<file path="config.mk">
export PLATFORM = sky130hd
export DESIGN_NAME = ddr_rd_addr_arb_flat
export DESIGN_NICKNAME = d
export VERILOG_FILES = /design/src/rtl/ddr_rd_addr_arb_if.sv /design/src/rtl/ddr_rd_addr_arb.sv /design/src/flat_wrapper.sv
export SDC_FILE = /design/constraint.sdc
export NUM_CORES = 2
export LEC_CHECK = 0
export CORE_MARGIN = 3
export CORE_UTILIZATION = 28
export CTS_CLUSTER_DIAMETER = 200
export DETAILED_ROUTE_END_ITERATION = 12
export GPL_TIMING_DRIVEN = 0
export MAX_ROUTING_LAYER = met4
export SLEW_MARGIN = 10
export SYNTH_ARGS = -nofsm -noshare
export SYNTH_HDL_FRONTEND = slang
export SYNTH_SLANG_ARGS = --single-unit
</file>
<file path="constraint.sdc">
create_clock -name clk -period 5.82 [get_ports clk]
set_input_delay 1.164 -clock clk [delete_from_list [all_inputs] [get_ports clk]]
set_output_delay 1.164 -clock clk [all_outputs]
set_load 0.005 [all_outputs]
</file>
<file path="src/rtl/ddr_rd_addr_arb_if.sv">
// Bundle of request, status and issue signals between the read-address
// sources and the DDR read-address arbiter.
interface ddr_rd_addr_arb_if #(
  parameter int NUM_CH = 4,
  parameter int ADDR_W = 36
) ();
  localparam int CH_W = (NUM_CH > 1) ? $clog2(NUM_CH) : 1;

  logic [NUM_CH*ADDR_W-1:0] addr_din;
  logic [NUM_CH-1:0]        addr_din_en;
  logic                     rd_fifo_wfull;
  logic [NUM_CH-1:0]        addr_fifo_full;
  logic [NUM_CH-1:0]        addr_overflow;
  logic [ADDR_W-1:0]        ddr_addr_dout;
  logic                     ddr_addr_dout_en;
  logic [CH_W-1:0]          ddr_ch_id;

  // Request sources plus the downstream full flag.
  modport master (
    output addr_din, addr_din_en, rd_fifo_wfull,
    input  addr_fifo_full, addr_overflow, ddr_addr_dout, ddr_addr_dout_en, ddr_ch_id
  );

  // The arbiter itself.
  modport slave (
    input  addr_din, addr_din_en, rd_fifo_wfull,
    output addr_fifo_full, addr_overflow, ddr_addr_dout, ddr_addr_dout_en, ddr_ch_id
  );
endinterface

</file>
<file path="src/rtl/ddr_rd_addr_arb.sv">
// N-channel read-address arbiter: per-channel FWFT FIFOs, round-robin or
// fixed-priority grant, one address pulse per grant, then a fixed gap.
module ddr_rd_addr_arb #(
  parameter int NUM_CH     = 4,
  parameter int ADDR_W     = 36,
  parameter int FIFO_DEPTH = 16,
  parameter int GAP_CYCLES = 6,
  parameter int PRIO_MODE  = 0
) (
  input  logic              clk,
  input  logic              rst,
  ddr_rd_addr_arb_if.slave  bus
);

  localparam int CH_W  = (NUM_CH > 1) ? $clog2(NUM_CH) : 1;
  localparam int PTR_W = $clog2(FIFO_DEPTH);
  localparam int CNT_W = PTR_W + 1;
  localparam int GAP_W = 4;

  typedef enum logic {IDLE, HOLD} state_e;

  logic [NUM_CH-1:0] not_empty;
  logic [NUM_CH-1:0] pop;
  logic [NUM_CH-1:0] full_vec;
  logic [NUM_CH-1:0] ovf_vec;
  logic [ADDR_W-1:0] head [NUM_CH];

  // ---------------------------------------------------------------------
  // Per-channel first-word-fall-through FIFOs
  // ---------------------------------------------------------------------
  for (genvar k = 0; k < NUM_CH; k++) begin : g_fifo
    logic [ADDR_W-1:0] mem_q [FIFO_DEPTH];
    logic [PTR_W-1:0]  wr_ptr_q, rd_ptr_q;
    logic [CNT_W-1:0]  cnt_q, cnt_d;
    logic              full_q, ovf_q;
    logic              push;

    // Full is judged on the pre-pop count, so write+pop on a full FIFO drops the write.
    assign push         = bus.addr_din_en[k] && (cnt_q != CNT_W'(FIFO_DEPTH));
    assign not_empty[k] = (cnt_q != '0);
    assign head[k]      = mem_q[rd_ptr_q];
    assign full_vec[k]  = full_q;
    assign ovf_vec[k]   = ovf_q;

    // Occupancy after this cycle's push/pop.
    always_comb begin
      // NOTE: every combinational output gets a default first, so no path leaves it unassigned and no latch is inferred.
      cnt_d = cnt_q;
      if (push && !pop[k])      cnt_d = cnt_q + CNT_W'(1);
      else if (!push && pop[k]) cnt_d = cnt_q - CNT_W'(1);
    end

    // Storage array: written only, never cleared.
    always_ff @(posedge clk) begin
      // NOTE: the data array has no reset; validity is tracked by the pointers and count, so clearing the storage would only add reset fan-out.
      if (push) mem_q[wr_ptr_q] <= bus.addr_din[k*ADDR_W +: ADDR_W];
    end

    // Pointers, count, registered full flag and sticky overflow.
    always_ff @(posedge clk) begin
      // NOTE: sequential state uses non-blocking assignments so every register samples pre-edge values regardless of statement order.
      if (rst) begin
        wr_ptr_q <= '0;
        rd_ptr_q <= '0;
        cnt_q    <= '0;
        full_q   <= 1'b0;
        ovf_q    <= 1'b0;
      end else begin
        if (push)   wr_ptr_q <= wr_ptr_q + PTR_W'(1);
        if (pop[k]) rd_ptr_q <= rd_ptr_q + PTR_W'(1);
        cnt_q  <= cnt_d;
        full_q <= (cnt_d == CNT_W'(FIFO_DEPTH));
        if (bus.addr_din_en[k] && !push) ovf_q <= 1'b1;
      end
    end
  end

  assign bus.addr_fifo_full = full_vec;
  assign bus.addr_overflow  = ovf_vec;

  // ---------------------------------------------------------------------
  // Winner selection
  // ---------------------------------------------------------------------
  logic [CH_W-1:0] rr_ptr_q, rr_ptr_d;
  logic [CH_W-1:0] win_idx;
  logic            win_found;
  int              rr_idx;

  // Scan from the highest candidate rank down so the best-ranked hit is written last.
  always_comb begin
    win_found = 1'b0;
    win_idx   = '0;
    rr_idx    = 0;
    if (PRIO_MODE == 1) begin
      for (int i = NUM_CH - 1; i >= 0; i--) begin
        if (not_empty[CH_W'(i)]) begin
          win_found = 1'b1;
          win_idx   = CH_W'(i);
        end
      end
    end else begin
      for (int i = NUM_CH; i >= 1; i--) begin
        rr_idx = (int'(rr_ptr_q) + i) % NUM_CH;
        if (not_empty[CH_W'(rr_idx)]) begin
          win_found = 1'b1;
          win_idx   = CH_W'(rr_idx);
        end
      end
    end
  end

  // ---------------------------------------------------------------------
  // Issue state machine
  // ---------------------------------------------------------------------
  state_e            state_q, state_d;
  logic [GAP_W-1:0]  gap_q, gap_d;
  logic [ADDR_W-1:0] dout_q, dout_d;
  logic              en_q, en_d;
  logic [CH_W-1:0]   id_q, id_d;

  // Next state, pops and the registered issue word.
  always_comb begin
    state_d  = state_q;
    gap_d    = gap_q;
    rr_ptr_d = rr_ptr_q;
    dout_d   = '0;
    en_d     = 1'b0;
    id_d     = '0;
    pop      = '0;
    unique case (state_q)
      IDLE: begin
        if (!bus.rd_fifo_wfull && win_found) begin
          pop[win_idx] = 1'b1;
          dout_d       = head[win_idx];
          id_d         = win_idx;
          en_d         = 1'b1;
          rr_ptr_d     = win_idx;
          gap_d        = '0;
          state_d      = HOLD;
        end
      end
      HOLD: begin
        gap_d = gap_q + GAP_W'(1);
        if (gap_q == GAP_W'(GAP_CYCLES - 1)) state_d = IDLE;
      end
      default: state_d = IDLE;
    endcase
  end

  // State, gap counter, round-robin pointer and output registers.
  always_ff @(posedge clk) begin
    if (rst) begin
      state_q  <= IDLE;
      gap_q    <= '0;
      rr_ptr_q <= CH_W'(NUM_CH - 1);
      dout_q   <= '0;
      en_q     <= 1'b0;
      id_q     <= '0;
    end else begin
      state_q  <= state_d;
      gap_q    <= gap_d;
      rr_ptr_q <= rr_ptr_d;
      dout_q   <= dout_d;
      en_q     <= en_d;
      id_q     <= id_d;
    end
  end

  // A reset arriving in the pulse cycle still cancels that pulse.
  assign bus.ddr_addr_dout_en = en_q & ~rst;
  assign bus.ddr_addr_dout    = rst ? '0 : dout_q;
  assign bus.ddr_ch_id        = rst ? '0 : id_q;

endmodule

</file>
<file path="src/flat_wrapper.sv">
// flat-port wrapper written by rule: the top's interface ports become plain ports
module ddr_rd_addr_arb_flat 
#(
  parameter int NUM_CH     = 4,
  parameter int ADDR_W     = 36,
  parameter int FIFO_DEPTH = 16,
  parameter int GAP_CYCLES = 6,
  parameter int PRIO_MODE  = 0
)
  (clk, rst, bus_addr_din, bus_addr_din_en, bus_rd_fifo_wfull, bus_addr_fifo_full, bus_addr_overflow, bus_ddr_addr_dout, bus_ddr_addr_dout_en, bus_ddr_ch_id);
  ddr_rd_addr_arb_if #(.NUM_CH(NUM_CH), .ADDR_W(ADDR_W)) bus_i ();
  input  logic clk;
  input  logic rst;
  input wire logic [$bits(bus_i.addr_din)-1:0] bus_addr_din;
  input wire logic [$bits(bus_i.addr_din_en)-1:0] bus_addr_din_en;
  input wire logic [$bits(bus_i.rd_fifo_wfull)-1:0] bus_rd_fifo_wfull;
  output wire logic [$bits(bus_i.addr_fifo_full)-1:0] bus_addr_fifo_full;
  output wire logic [$bits(bus_i.addr_overflow)-1:0] bus_addr_overflow;
  output wire logic [$bits(bus_i.ddr_addr_dout)-1:0] bus_ddr_addr_dout;
  output wire logic [$bits(bus_i.ddr_addr_dout_en)-1:0] bus_ddr_addr_dout_en;
  output wire logic [$bits(bus_i.ddr_ch_id)-1:0] bus_ddr_ch_id;
  assign bus_i.addr_din = bus_addr_din;
  assign bus_i.addr_din_en = bus_addr_din_en;
  assign bus_i.rd_fifo_wfull = bus_rd_fifo_wfull;
  assign bus_addr_fifo_full = bus_i.addr_fifo_full;
  assign bus_addr_overflow = bus_i.addr_overflow;
  assign bus_ddr_addr_dout = bus_i.ddr_addr_dout;
  assign bus_ddr_addr_dout_en = bus_i.ddr_addr_dout_en;
  assign bus_ddr_ch_id = bus_i.ddr_ch_id;
  ddr_rd_addr_arb #(.NUM_CH(NUM_CH), .ADDR_W(ADDR_W), .FIFO_DEPTH(FIFO_DEPTH), .GAP_CYCLES(GAP_CYCLES), .PRIO_MODE(PRIO_MODE)) u_core (.clk(clk), .rst(rst), .bus(bus_i));
endmodule
</file>
# ---- Word-level counts from Yosys, hierarchy flattened
# Memory sizes are Yosys's and may differ from the RTL's. A register that Yosys moved wholly into a read port is not among the register bits.
# Cells that the tools add are included.
dict set report op_classes {
  n_addsub 21
  mul 0
  div 0
  magnitude_cmp 7
  eq_ne 10
  n_shift 0
  n_mux 58
  bitwise_logic 5
  n_reduce_logical 34
}
# cell n
set op_table {}
lappend op_table {{36-bit two-way mux} 3}
lappend op_table {{36-bit binary-select mux with 2-bit select} 1}
lappend op_table {{4-bit two-way mux} 11}
lappend op_table {{5-bit two-way mux} 8}
lappend op_table {{4-bit by 1-bit adder with 4-bit output, second input constant} 9}
lappend op_table {{1-bit two-way mux} 23}
lappend op_table {{5-bit by 1-bit adder with 5-bit output, second input constant} 4}
lappend op_table {{5-bit equality test, second input constant} 4}
lappend op_table {{5-bit inequality test, second input constant} 4}
lappend op_table {{5-bit nonzero test} 4}
lappend op_table {{5-bit by 1-bit subtractor with 5-bit output, second input constant} 4}
lappend op_table {{1-bit logical AND} 18}
lappend op_table {{2-bit by 4-bit < comparator with 1-bit output, second input constant} 4}
lappend op_table {{2-bit two-way mux} 5}
lappend op_table {{1-bit zero test} 9}
lappend op_table {{1-bit binary-select mux with 2-bit select} 4}
lappend op_table {{4-bit case mux with 2 select lines} 1}
lappend op_table {{2-bit by 1-bit adder with 2-bit output, second input constant} 2}
lappend op_table {{2-bit adder, second input constant} 2}
lappend op_table {{4-bit by 3-bit equality test with 1-bit output, second input constant} 1}
lappend op_table {{3-bit >= comparator, second input constant} 1}
lappend op_table {{2-bit by 3-bit < comparator with 1-bit output, second input constant} 1}
lappend op_table {{1-bit inverter} 3}
lappend op_table {{2-bit inverter with 3-bit output} 1}
lappend op_table {{other kinds (8)} 8}
dict set report totals {
  register_bits 106
  latch_bits 0
  ramBits 2304
  mem_bits_ro 0
  in_bits 151
  output_inout_bits 47
  n_memories 4
}
# memory depth word_bits read_ports rd_ports_with_merged_regs wr line_no
set memory_table {}
lappend memory_table {{u_core.g_fifo[0].mem_q} 16 36 1 1 1 ddr_rd_addr_arb.sv:32} ;# logic [ADDR_W-1:0] mem_q [FIFO_DEPTH];
lappend memory_table {{u_core.g_fifo[1].mem_q} 16 36 1 1 1 ddr_rd_addr_arb.sv:32}
lappend memory_table {{u_core.g_fifo[2].mem_q} 16 36 1 1 1 ddr_rd_addr_arb.sv:32}
lappend memory_table {{u_core.g_fifo[3].mem_q} 16 36 1 1 1 ddr_rd_addr_arb.sv:32}

# ---- Logic depth before layout (Yosys ltp)
dict set report depth {
  word_depth 18
  depth_mapped 11
}

# ---- Worst setup path before layout
# No wires, ideal clock.
dict set report synth_path {
  path_kind {input port to flip-flop}
  from {input bus_addr_din_en[0]}
  to {memory u_core.g_fifo[0].mem_q[3][0] (enable)}
  arrival_ns 4.329
  t_required_ns 5.346
  slack_ns 1.017
  cell_stages 4
  n_path_buf 0
  cell_sequence {inv_1 -> a21oi_1 -> nand2_1 -> nor3_1}
}
dict set report synth_via {
  elab_chain_len 3
}
# element line_no
set synth_rtl {}
lappend synth_rtl {{from (decl)} flat_wrapper.sv:15} ;# input wire logic [$bits(bus_i.addr_din_en)-1:0] bus_addr_din_en;
lappend synth_rtl {{1-bit logical AND} ddr_rd_addr_arb.sv:39} ;# assign push = bus.addr_din_en[k] && (cnt_q != CNT_W'(FIFO_DEPTH));
lappend synth_rtl {{1-bit two-way mux} ddr_rd_addr_arb.sv:56} ;# if (push) mem_q[wr_ptr_q] <= bus.addr_din[k*ADDR_W +: ADDR_W];
lappend synth_rtl {{1-bit two-way mux (implied by the code)} ddr_rd_addr_arb.sv:56}
lappend synth_rtl {{to (decl)} ddr_rd_addr_arb.sv:32}
# No other way between the ends.

# ---- Final worst setup path
dict set report layout_path {
  from {input rst}
  to {output bus_ddr_addr_dout[14]}
}
dict set report layout_via {
  elab_chain_len 1
}
# element line_no
set layout_rtl {}
lappend layout_rtl {{from (decl)} flat_wrapper.sv:13} ;# input logic rst;
lappend layout_rtl {{36-bit two-way mux} ddr_rd_addr_arb.sv:171} ;# assign bus.ddr_addr_dout = rst ? '0 : dout_q;
lappend layout_rtl {{to (decl)} flat_wrapper.sv:19} ;# output wire logic [$bits(bus_i.ddr_addr_dout)-1:0] bus_ddr_addr_dout;
# No other way between the ends.

==> impl_results.md <==
- Final ANT Viol Nets: 0
- Max VDD drop: 0.294 mV
- Synth Area in Adders: 0.00457
- Number of fill cells: about 31,000
- Worst hold-check path type: flop to flop
- Placed Cells: 8,651
- PwrDens: ~390 nW/um^2
- Synth Area in XOR/XNOR: 0.00311
- Vias per std cell: 4.84
- TritonCTS buffer count: 248
- DR DRC count: 0
- Pin count of the biggest net entering global routing: 37
- Congestion Overflow GR: 0
- Wirelength per Cell: ~27 um
- Type of origin of the critical path: primary input
- Via count: 44,300
- Mux share of post-synthesis cell area: 0.179
- Final Power: 0.0427 W
- Avg Inst Size Synth: approximately 23 um^2
- Count of pins over their slew limit: 0
- Die Wd: 583 um
- Root Driver: clkbuf_16
- Sequential cell area fraction in the yosys report: 0.770
- Worst-path cell chain: clkdlybuf4s50_1 -> clkbuf_1 -> clkbuf_1 -> nor2b_1 -> clkdlybuf4s50_1
- Cells on Worst Hold Path: 1
- CP max FO: 10
- Clock Power Share: 0.360
- Ports: 198
- First-pass GRT wire length: 345 mm
- Comb power frac: 0.175
- Actual slew at the worst max-slew pin: about 1.2 ns
- RSZ-0062 raised after global routing: no
- Max Cap Viol: 0
- Register clock-pin slew on the reported worst setup and hold paths: roughly 0.06 ns
- Die Y: 583 um
- Yosys warning count: 0
- Outcome: finished clean
- GR Util All Layers: 0.147
- Netlist Area Pre-Place: 93,100 um^2
- Die area: 339,000 um^2
- Top FF cell, synth: edfxtp_1
- Worst hold endpoint: u_core.g_fifo[0].ovf_q
- Post-synth ARST share: 0
- Post-synthesis instance total: 4,000
- Worst R2R End: u_core.dout_q[23]
- Top-area cell type share of the netlist area: 0.743
- Port Buf Inserts: approximately 200
- PostCTS Resize Cnt: 0
- F_max: 193 MHz
- Compound-Gate Fraction of Synth Area: 0.0127
- Req. time, crit path: roughly 4.7 ns
- FF-to-FF path depth: 8
- Yosys cell types: between 70 and 80
- Pre-Repair DR Iteration Count: 8
- Setup bufs post-CTS: 0
- Min-delay src: u_core.g_fifo[0].ovf_q
- Clk_skew: 0.107 ns
- Starting Density: 0.282
- WP data arrival: a little over 4 ns
- Fin crit period: 5.19 ns
- Slew margin rel.: 0.177
- Area delta synth->final: 18.4%
- WS Path Type: primary input to output pin
- Yosys top cell by area: edfxtp_1
- DPL Wire Length: 161 mm
- Fin nets: approximately 4,700
- Max stage delay on crit path: 0.82 ns
- CTS sink count: 2,426
- DR iter-0 viols: 5,124
- Leakage power: ~33 nW
- Crit-path slowest cell: nor2b_1
- Worst setup EP type: output pin
- Synthesized Nets: 4,185
- Final setup violation count: 0
- Total Routed Length: 247 mm
- Antenna violations before repair: 97
- Routability congestion estimate: 0.799
- Post-Synth Simple-Gate Area: 0.0201
- Ratio of cells with drive above 1 in the final layout: 0.271
- Final Core Density: 0.334
- Final hold vios: 0
- Vias in the first global route: 44,600
- Sequential share of power: 0.465
- H-tree levels: 4
- Worst skew pair latency: 0.91 ns
- Clock tree from TritonCTS: done
- Number of synthesized flops with an enable pin: 2,304
- Reg2Reg Setup Slack: 1.49 ns
- CTS Hold Buffers Added: 0
- Post-synthesis register bit count: 2,426
- Internal: 0.0313 W
- CTS Buffer Depth: 4
- Total core area: 331,000 um^2
- P_sw: 0.0114 W
- Synth top area cells: edfxtp_1, mux4_2, dfxtp_1
- Final worst-path cycle share: 0.892
- # rows: 211
- Main combinational cell family by area after synthesis: multiplexers
- Non-filler cells, final: 9,144
- Sw frac: 0.266
synthesized netlist by cell type (6+ instances only):
library cell / n
buf_1: 23
clkbuf_1: 152
ha_1: 34
nor2b_1: 80
edfxtp_1: 2304
o21ai_0: 11
mux2i_1: 43
nand4_1: 13
nand3_1: 15
nor3_1: 24
buf_2: 31
nand2_1: 42
inv_1: 25
a211oi_1: 77
buf_4: 13
xor2_1: 16
and2_1: 33
nor2_1: 88
dfxtp_1: 122
a21oi_1: 20
nand2b_1: 6
mux4_2: 720
xnor2_1: 17
and4_1: 6
sequential cells by signal, summed over array words and instances (netlist names), 4 cells and up, named ones only:
| signal | cells |
|---|---|
| u_core.g_fifo.mem_q | 2304 |
| u_core.dout_q | 36 |
| u_core.g_fifo.cnt_q | 20 |
| u_core.g_fifo.rd_ptr_q | 16 |
| u_core.g_fifo.wr_ptr_q | 16 |
| u_core.g_fifo.full_q | 4 |
| u_core.g_fifo.ovf_q | 4 |
| u_core.gap_q | 4 |
metrics by stage:
| stage | instance area, um^2 | hold slack (ns) | setup TNS (ns) | worst slack (ns) |
|---|---|---|---|---|
| after floorplan | 93100 | 0.438 | 0 | 1.02 |
| after global placement | 101000 | 0.464 | -1594.95 | -3.20 |
| after detailed placement | 102000 | 0.460 | 0 | 0.656 |
| after CTS | 110000 | 0.473 | 0 | 0.647 |
| after global routing | 110000 | 0.490 | 0 | 0.698 |
| final | 110000 | 0.476 | 0 | 0.630 |
layer usage:
layer / vias to the layer above / routed length, um / global-route usage
met2: 1736 / 120000 / 0.231
met3: 424 / 19600 / 0.0337
met1: 23900 / 97500 / 0.184
met5: - / 0 / -
met4: 0 / 10400 / 0.0588
li1: 18200 / - / -
how the worst max path moves through the flow:
stage	startpoint	endpoint	cells past startpoint
global placement	bus_addr_din_en[1]	u_core.g_fifo[1].mem_q[0][32]	5
CTS	rst	bus_ddr_addr_dout[15]	5
global route	rst	bus_ddr_addr_dout[15]	5
finish	rst	bus_ddr_addr_dout[14]	5
detailed placement	rst	bus_ddr_addr_dout[15]	5
floorplan	bus_addr_din_en[0]	u_core.g_fifo[0].mem_q[3][0]	4
power by group through the flow:
stage	clock (W)	combinational [W]	sequential, W
2_1_floorplan	0	0.00444	0.0202
3_3_place_gp	0	0.00736	0.0202
3_5_place_dp	0	0.00752	0.0202
4_1_cts	0.0157	0.00755	0.0198
5_1_grt	0.0163	0.00786	0.0199
6_report	0.0154	0.00746	0.0198
cell families after synthesis:
group	after synthesis
buffers and inverters	246
adders and majority gates	34
xor gates and xnor gates	33
AOI/OAI and AO/OA	156
muxes	765
DFF	2426
and+or+nand+nor	340
layout by cell type, fill, tap and decap left out, types with 17 or more instances in the layout:
| cell type | instances |
|---|---|
| clkbuf_1 | 197 |
| edfxtp_1 | 2304 |
| buf_1 | 23 |
| xnor2_1 | 17 |
| buf_4 | 41 |
| clkdlybuf4s50_1 | 197 |
| clkbuf_16 | 249 |
| bufinv_16 | 21 |
| mux2i_1 | 43 |
| nand2_1 | 42 |
| a21oi_1 | 20 |
| buf_16 | 25 |
| buf_12 | 23 |
| clkinv_1 | 58 |
| a211oi_1 | 77 |
| and2_4 | 24 |
| buf_2 | 31 |
| clkinv_2 | 43 |
| inv_1 | 25 |
| nor2_1 | 64 |
| nor2_4 | 25 |
| nor2b_1 | 80 |
| mux4_2 | 720 |
| dfxtp_1 | 122 |
| diode_2 | 49 |
| ha_1 | 34 |
worst max-delay path: cells and delay by family:
family	cells	cell delay (ns)
buffers and inverters	4	2.04
AND/OR/NAND/NOR	1	0.82
layout make-up:
class	count	area, um^2	area share
antenna	49	123	0.00111
buffer	221	930	0.00843
clock buffer	302	6480	0.0588
clock inverter	142	1330	0.0120
inverter	25	93.8	0.000851
multi-input combinational	1328	20700	0.188
sequential	2426	71600	0.650
tap	4366	5460	0.0496
timing repair buffer	285	3470	0.0314
No activity file was read; power rests on OpenSTA's default activity.
